===== config.mk =====
export PLATFORM = sky130hd
export DESIGN_NAME = hub75_fb_scheduler
export DESIGN_NICKNAME = d
export VERILOG_FILES = /design/src/rtl/hub75_pkg.sv /design/src/rtl/hub75_fb_scheduler.sv
export SDC_FILE = /design/constraint.sdc
export NUM_CORES = 1
export LEC_CHECK = 0
export BUFFER_PORTS_ARGS = -buffer_cell sky130_fd_sc_hd__buf_2
export CAP_MARGIN = 20
export CORE_UTILIZATION = 48
export DETAILED_ROUTE_END_ITERATION = 12
export PLACE_DENSITY = 0.95
export SYNTH_ARGS = -nofsm -noshare
export SYNTH_HDL_FRONTEND = slang
export SYNTH_SLANG_ARGS = --single-unit
export TNS_END_PERCENT = 20

===== constraint.sdc =====
create_clock -name clk -period 9.4 [get_ports clk]
set_input_delay 0.94 -clock clk [delete_from_list [all_inputs] [get_ports clk]]
set_output_delay 0.94 -clock clk [all_outputs]
set_load 0.005 [all_outputs]

===== src/rtl/hub75_pkg.sv =====
`default_nettype none
// ============================================================================
// Module   : hub75_pkg
// Desc     : Shared types and constants for the HUB75 framebuffer path.
// Revision : 1.0 - initial release
// ============================================================================
package hub75_pkg;

    // One bank holds a single 64x64 frame.
    localparam int FRAME_SIZE = 64 * 64;
    localparam int FB_ADDR_W  = $clog2(FRAME_SIZE);
    // Two scan segments x three colours x 8 bits per colour.
    localparam int FB_DATA_W  = 48;

    // Bank-swap state machine encoding.
    typedef enum logic [0:0] {
        SW_IDLE = 1'b0,
        SW_PEND = 1'b1
    } hub75_swap_state_t;

endpackage : hub75_pkg
`default_nettype wire


===== src/rtl/hub75_fb_scheduler.sv =====
`default_nettype none
// ============================================================================
// Module   : hub75_fb_scheduler
// Desc     : Shares one single-port double-banked framebuffer RAM between the
//            HUB75 scan engine (front-bank reads, highest priority) and a host
//            pixel writer (back-bank writes). Front/back are exchanged only at
//            frame boundaries; the display is held off until the first frame
//            has been published.
// Revision : 1.0 - initial release
// ============================================================================
module hub75_fb_scheduler
    import hub75_pkg::*;
#(
    parameter int ADDR_W = FB_ADDR_W,
    parameter int DATA_W = FB_DATA_W
) (
    input  logic              clk,
    input  logic              rst,
    // Scan-engine read port
    input  logic              disp_rd_en,
    input  logic [ADDR_W-1:0] disp_rd_addr,
    output logic [DATA_W-1:0] disp_rd_data,
    output logic              disp_rd_valid,
    input  logic              disp_frame_done,
    output logic              disp_enable,
    // Host write port
    input  logic              host_wr_valid,
    output logic              host_wr_ready,
    input  logic [ADDR_W-1:0] host_wr_addr,
    input  logic [DATA_W-1:0] host_wr_data,
    input  logic              host_swap_req,
    output logic              host_swap_pending,
    output logic              host_swap_ack,
    output logic              front_bank,
    // Framebuffer RAM port
    output logic              mem_en,
    output logic              mem_we,
    output logic [ADDR_W:0]   mem_addr,
    output logic [DATA_W-1:0] mem_wdata,
    input  logic [DATA_W-1:0] mem_rdata
);

    hub75_swap_state_t state;

    logic              rd_issued;   // a read was presented to the RAM this cycle
    logic [DATA_W-1:0] rd_hold;     // last returned pixel, shown between valids
    logic              host_fire;

    // The display never stalls; the host only gets idle cycles, and none while
    // a swap is waiting, so the back bank is frozen once it has been published.
    assign host_wr_ready     = !disp_rd_en && (state == SW_IDLE);
    assign host_fire         = host_wr_valid && host_wr_ready;
    assign host_swap_pending = (state == SW_PEND);

    // Read data comes straight off the RAM on the valid cycle and is held after.
    assign disp_rd_data = disp_rd_valid ? mem_rdata : rd_hold;

    // Register the granted access onto the RAM port (address/data hold when idle).
    always_ff @(posedge clk or posedge rst) begin
        if (rst) begin
            mem_en    <= 1'b0;
            mem_we    <= 1'b0;
            mem_addr  <= '0;
            mem_wdata <= '0;
        end else if (disp_rd_en) begin
            mem_en    <= 1'b1;
            mem_we    <= 1'b0;
            mem_addr  <= {front_bank, disp_rd_addr};
        end else if (host_fire) begin
            mem_en    <= 1'b1;
            mem_we    <= 1'b1;
            mem_addr  <= {~front_bank, host_wr_addr};
            mem_wdata <= host_wr_data;
        end else begin
            mem_en    <= 1'b0;
            mem_we    <= 1'b0;
        end
    end

    // Track reads through issue and RAM latency; keep the last pixel on hand.
    always_ff @(posedge clk or posedge rst) begin
        if (rst) begin
            rd_issued     <= 1'b0;
            disp_rd_valid <= 1'b0;
            rd_hold       <= '0;
        end else begin
            rd_issued     <= disp_rd_en;
            disp_rd_valid <= rd_issued;
            if (disp_rd_valid) begin
                rd_hold <= mem_rdata;
            end
        end
    end

    // Bank-swap FSM: a request waits for the next frame boundary, then flips
    // the banks, acknowledges once and unlocks the display for good.
    always_ff @(posedge clk or posedge rst) begin
        if (rst) begin
            state         <= SW_IDLE;
            front_bank    <= 1'b0;
            host_swap_ack <= 1'b0;
            disp_enable   <= 1'b0;
        end else begin
            host_swap_ack <= 1'b0;
            case (state)
                SW_IDLE: begin
                    // A frame_done arriving with the request is deliberately
                    // not used: the swap waits for a later boundary.
                    if (host_swap_req) begin
                        state <= SW_PEND;
                    end
                end
                SW_PEND: begin
                    if (disp_frame_done) begin
                        front_bank    <= ~front_bank;
                        host_swap_ack <= 1'b1;
                        disp_enable   <= 1'b1;
                        state         <= SW_IDLE;
                    end
                end
                default: begin
                    state <= SW_IDLE;
                end
            endcase
        end
    end

endmodule : hub75_fb_scheduler
`default_nettype wire


==> results.yml, run 1 <==
critical_path:
  critPathTopFamily: "flip-flops"
  r2r_cells: 3
  crit_buf_inv: 1
  crit_type: "reg -> out"
  worstPathArrival_ps: 2130
  crit_chain: "mux2_2 > buf_2"
  crit_fanout: 49
  critPathCaptureType: "primary output"
  slowest_delay_ps: 1040
  r2r_start: "host_swap_pending"
  worstReg2RegEnd: "mem_wdata[4]"
  critical_path_required_ps: 8460
  cp-start-kind: "flop"
  slowest_stage: "dfrtp_2"
  r2r_slack_ps: 7240
finish:
  fin_nets: 665
  layout-drive-gt1-share_pct: 66.36
  n_antenna_cell: 0
  syn_to_final_growth_pct: 40.04
  top_regs: "mem_wdata: 48 flops, rd_hold: 48 flops, mem_addr: 13 flops"
yosys:
  ys_types: 22
  synth_area_leaders: "dfrtp_1 64%, mux2_2 22%, or4bb_1 2.5%, mux2_1 2.2%, o311ai_1 1.7%"
  synth_top_area_share_pct: 64.48
  synth_edf_count: 0
  yosysMostFrequentCell: "dfrtp_1"
  ys_ff_latch: 117
  synth_common_cells: "117 x dfrtp_1, 87 x mux2_2, 16 x inv_1, 14 x nand2_1, 10 x or4bb_1"
  syn_nets: 419
  synth_ff_type: "dfrtp_1"
  syn_avg_cell_area_um2: 15.50
  async_reset_ff_share_pct: 100.0
  yosysWarnings: 0
  synth-seq-area-share_pct: 64.48
  synth_cells: 293
  yosys.area.top_type: "dfrtp_1"
  synth.cell_area_um2: 4541
placed_design:
  portBuffers: 242
  place_congestion: 0.7782
  dpl.hpwl_um: 7744
global_route:
  first_global_vias: 3350
  grt-ovfl-total: 0
  grt_max_degree: 62
  antenna_found_initial: 0
  grt_first_pass_wirelength_um: 16220
  track_usage_pct: 21.48
clock_tree:
  clock_latency_ps: 490
  numCtsBuffers: 17
  cts_hold_buffers: 0
  h-tree-depth: 4
  cts_resized: 0
  post_cts_buffers: 0
  clkTransAtPathRegs_ps: 50
  cts_sinks: 117
  ctsLongestPathBuffers: 2
  clock-root-buffer: "clkbuf_8"
  cts_tree: "built"
floorplanning:
  coreArea_um2: 9196
  fp-row-count: 35
  die_area_um2: 9853
  start_util_pct: 49.37
  die_x_um: 99.26
  fp.dieH_um: 99.26
  ios: 243
drt:
  dr.first_iter.drc_count: 96
  drtPass1Iterations: 6
  drc_errors: 0
  vias: 3294
  drt_wl_total_um: 10490
  drt-vias-per-instance: 4.983
  ant_nets: 0
  wire_per_inst_um: 15.88
outcome:
  status: "finished clean"
hold_path:
  hp-start: "rd_issued"
  hold_path_depth: 0
  worst_hold_path.endpoint: "disp_rd_valid"
  hold_path.class: "reg -> reg"
sta:
  finalHoldViolCount: 0
  timing.hold.ws_ps: 351.2
  period_needed_ps: 3074
  finalSetupTns_ps: 0
  setup_viol: 0
  slew_headroom_pct: 29.75
  finalCritPeriodShare_pct: 32.71
  skew_ps: 8.161
  rsz0062_at_grt: "no"
  tightest_slew_ps: 1054
  maxSlewViolCount: 0
  fmax_ghz: 0.3253
power_and_ir_drop:
  p_leak_uw: 0.003179
  power_density_nw_per_um2: 226.9
  ir_worst_vdd_v: 0.0001416
flow_run:
  drv_cap: 0
-- worst reg2reg max path: stages (launching register included) --
cell     delay (ps)
dfrtp_1         580
nor3b_4         510
buf_4           530
mux2_2          420
-- routing by layer --
layer	GRT usage [%]	up-vias	part of all wire, %
met3	6.254	21	6.8
met4	9.502	0	2.0
met1	24.12	1593	38
li1	-	1522	-
met5	0	-	0
met2	37.98	158	54
-- logic make-up after synthesis --
kind of cell / share of synthesized area [%]
compound gates: 2.508
xor+xnor: 0.1929
buf+inv: 3.527
flops: 64.48
mux: 24.03
simple gates: 5.263
-- worst max path at each step --
| stage | end | startpoint | cells past startpoint | slack, ps |
|---|---|---|---|---|
| detailed placement | mem_wdata[4] | disp_rd_en | 4 | 6530 |
| floorplan | disp_enable | rst | 1 | 5360 |
| CTS | disp_rd_data[31] | disp_rd_valid | 2 | 6290 |
| global route | disp_rd_data[36] | disp_rd_valid | 2 | 6220 |
| finish | disp_rd_data[31] | disp_rd_valid | 2 | 6330 |
| global placement | mem_wdata[9] | disp_rd_en | 4 | 6620 |
-- final cells by class --
type / count / area (µm²)
fillers: 639 / 2838
well taps: 111 / 138.9
multi-input cells: 143 / 1453
clock buffers: 22 / 473.0
flip-flops and latches: 117 / 2929
inverters: 16 / 62.56
clock inverters: 8 / 76.32
repair buffers: 244 / 1226
-- where the power goes --
group | total, µW | internal [µW] | switching (µW) | leakage (µW)
clock network | 581 | 374 | 207 | 0.000265
logic | 233 | 135 | 98.5 | 0.00154
registers | 628 | 585 | 43.5 | 0.00138
-- layout by cell type (no fill, tap or decap) --
master and n:
nand2b_1 1, nand4bb_1 2, buf_4 2, clkbuf_1 1, inv_1 15, dfrtp_2 1, or4bb_1 10, clkinv_4 1
inv_4 1, nor2b_1 1, or4b_2 1, nor3b_4 1, o311ai_1 9, nand2_1 14, xnor2_1 1, dfrtp_1 116
nor2_1 1, mux2i_1 1, clkbuf_16 16, mux2_2 87, buf_2 242, clkbuf_8 5, mux2_1 9, o311ai_0 4
clkinv_2 3, bufinv_16 1, or2_2 1, clkinvlp_4 3
-- through the flow --
stage	util (%)	area, µm²	setup WS, ps	cells	total power [µW]
3_3_place_gp	63.17	5809	6619	631	854.3
3_5_place_dp	63.17	5809	6534	631	873.3
6_report	69.14	6359	6326	661	1443
2_1_floorplan	-	4541	5359	293	738.4
5_1_grt	69.14	6359	6221	661	1512
4_1_cts	69.14	6359	6290	661	1461
(Power assumes the default switching activity.)
==> inputs of run 2 (changes only) <==
- CORE_UTILIZATION: 48 -> 45
- PLACE_DENSITY: 0.95 -> 0.9
- clock period: 9.4 -> 3.1 ns (I/O delays scaled with it)
==> run 2 against run 1 <==
First-iteration DRC count decreased by 66%. Worst hold slack got worse by 320 ps. Final cell count increased by 4.1%. Sequential power increased to 3.0 times the previous value. Total power increased to 3.2 times the previous value. Clock power increased to 3.6 times the previous value. Routed wire length decreased by 1.2%. Via count decreased by 0.27%. Combinational power increased to 3.0 times the previous value. Setup slack got worse by 5600 ps. Critical path type unchanged. Largest power group is now the clock network.
==> results.yml, run 2 (synthesized netlist as in run 1, its figures left out) <==
sta:
  timing.hold.ws_ps: 27.83
  fin_ws_ps: 676.5
  finalSetupTns_ps: 0
  maxSlewViolCount: 0
  skew_ps: 6.389
  tightest_slew_ps: 1009
  slew_headroom_pct: 32.73
  finalCritPeriodShare_pct: 78.18
  fmax_ghz: 0.4126
  rsz0062_at_grt: "no"
  setup_viol: 0
  finalHoldViolCount: 0
  period_needed_ps: 2423
global_route:
  first_global_vias: 3290
  grt_max_degree: 53
  antenna_found_initial: 0
  grt_first_pass_wirelength_um: 15570
  track_usage_pct: 19.78
  grt-ovfl-total: 0
power_and_ir_drop:
  p_int_uw: 3592
  ir_worst_vdd_v: 0.0003767
  netSwitchingFraction_pct: 23.11
  pwr-share-seq_pct: 40.7
  p_comb_share_pct: 15.1
  p_leak_uw: 0.003223
  switchingPower_uw: 1080
  power_frac_clock_pct: 44.2
  power_density_nw_per_um2: 716.9
floorplanning:
  start_util_pct: 46.45
  fp.dieH_um: 102.5
  coreArea_um2: 9774
  fp-row-count: 36
  die_x_um: 102.5
  ios: 243
  die_area_um2: 10500
finish:
  filler_cell_count: 728
  final_common_cell: "buf_2"
  multiInputGateArea_um2: 1453
  layout-drive-gt1-share_pct: 66.13
  final_cell_mix: "242 x buf_2, 116 x dfrtp_1, 87 x mux2_2"
  top_regs: "mem_wdata: 48 flops, rd_hold: 48 flops, mem_addr: 13 flops"
  fin_cells: 688
  syn_to_final_growth_pct: 43.51
  fin_nets: 668
  seq_area_um2: 2929
  fin_area_um2: 6516
  n_antenna_cell: 0
clock_tree:
  clock-root-buffer: "clkbuf_8"
  cts_tree: "built"
  clkTransAtPathRegs_ps: 60
  clock_latency_ps: 500
  cts_sinks: 117
  cts_resized: 0
  h-tree-depth: 4
  numCtsBuffers: 17
  ctsLongestPathBuffers: 2
drt:
  wire_per_inst_um: 15.07
  ant_nets: 0
  dr.first_iter.drc_count: 33
  vias: 3285
  drt_wl_total_um: 10370
  drt-vias-per-instance: 4.775
  drtPass1Iterations: 4
  drc_errors: 0
placed_design:
  dpl-instance-area_um2: 5858
  place_ws_ps: 1071
  portBuffers: 242
  place_congestion: 0.8073
  placed_cells: 654
  dpl.hpwl_um: 7539
critical_path:
  worstPathArrival_ps: 2110
  crit_fanout: 49
  critPathCaptureType: "primary output"
  critical_path_required_ps: 2790
  cp-start-kind: "flop"
  r2r_slack_ps: 1160
  crit_type: "reg -> out"
flow_run:
  drv_cap: 0
outcome:
  status: "finished clean"
hold_path:
  hold_path.class: "in -> reg"
## run 2: cell types whose count changed in the layout (fill, tap and decap cells not counted)
| cell | delta |
|---|---|
| buf_12 | +1 |
| bufinv_16 | +4 |
| clkbuf_1 | +1 |
| clkbuf_8 | -3 |
| clkinv_2 | -2 |
| clkinv_4 | +1 |
| clkinvlp_4 | +2 |
| dlygate4sd3_1 | +2 |
| inv_4 | -1 |
## run 2: cell type report
cell class | instances | area share [%]
clock inverters | 12 | 3.111
inverters | 16 | 0.9793
clock buffers | 20 | 6.682
multi-input cells | 143 | 22.29
well taps | 133 | 2.554
flip-flops and latches | 117 | 44.95
repair buffers | 247 | 19.43
## run 2: through the flow
step / util [%] / total power (µW)
floorplan: - / 2240
global placement: 59.93 / 2599
detailed placement: 59.93 / 2641
CTS: 66.67 / 4736
global route: 66.67 / 4901
finish: 66.67 / 4672
## run 2: power by group through the flow
stage / clock network (µW) / logic (µW) / registers, µW
after floorplan: 0 / 326 / 1910
after global placement: 0 / 688 / 1910
after detailed placement: 0 / 714 / 1930
after CTS: 2110 / 719 / 1910
after global routing: 2180 / 782 / 1940
final: 2070 / 703 / 1900
## run 2: critical path, stage by stage, from the launching register on
cell and delay, ps:
dfrtp_2 1010, mux2_2 440, buf_2 130
## run 2: worst paths after layout
check / from / end / cells past startpoint
worst max-delay path: disp_rd_valid / disp_rd_data[43] / 2
worst min register to register: rd_issued / disp_rd_valid / 0
worst max register to register: host_swap_pending / mem_wdata[0] / 3
max in group asynchronous: rst / mem_wdata[0] / 4
min in group asynchronous: rst / mem_wdata[9] / 3
worst min-delay path: host_wr_data[46] / mem_wdata[46] / 2
## run 2: timing repair
action	4_1_cts	5_1_grt
hold buffers	2	0
hold endpoints to repair	19	0
buffers inserted	0	0
## run 2: metal layers
metal / wire [µm] / part of all wire [%] / track usage (%) / vias to the layer above
met5: 0 / 0 / 0 / -
met4: 145 / 1.4 / 9.011 / 0
met3: 663 / 6.4 / 6.430 / 13
met2: 5598 / 54 / 35.79 / 135
met1: 3958 / 38 / 20.78 / 1604
li1: - / - / - / 1533
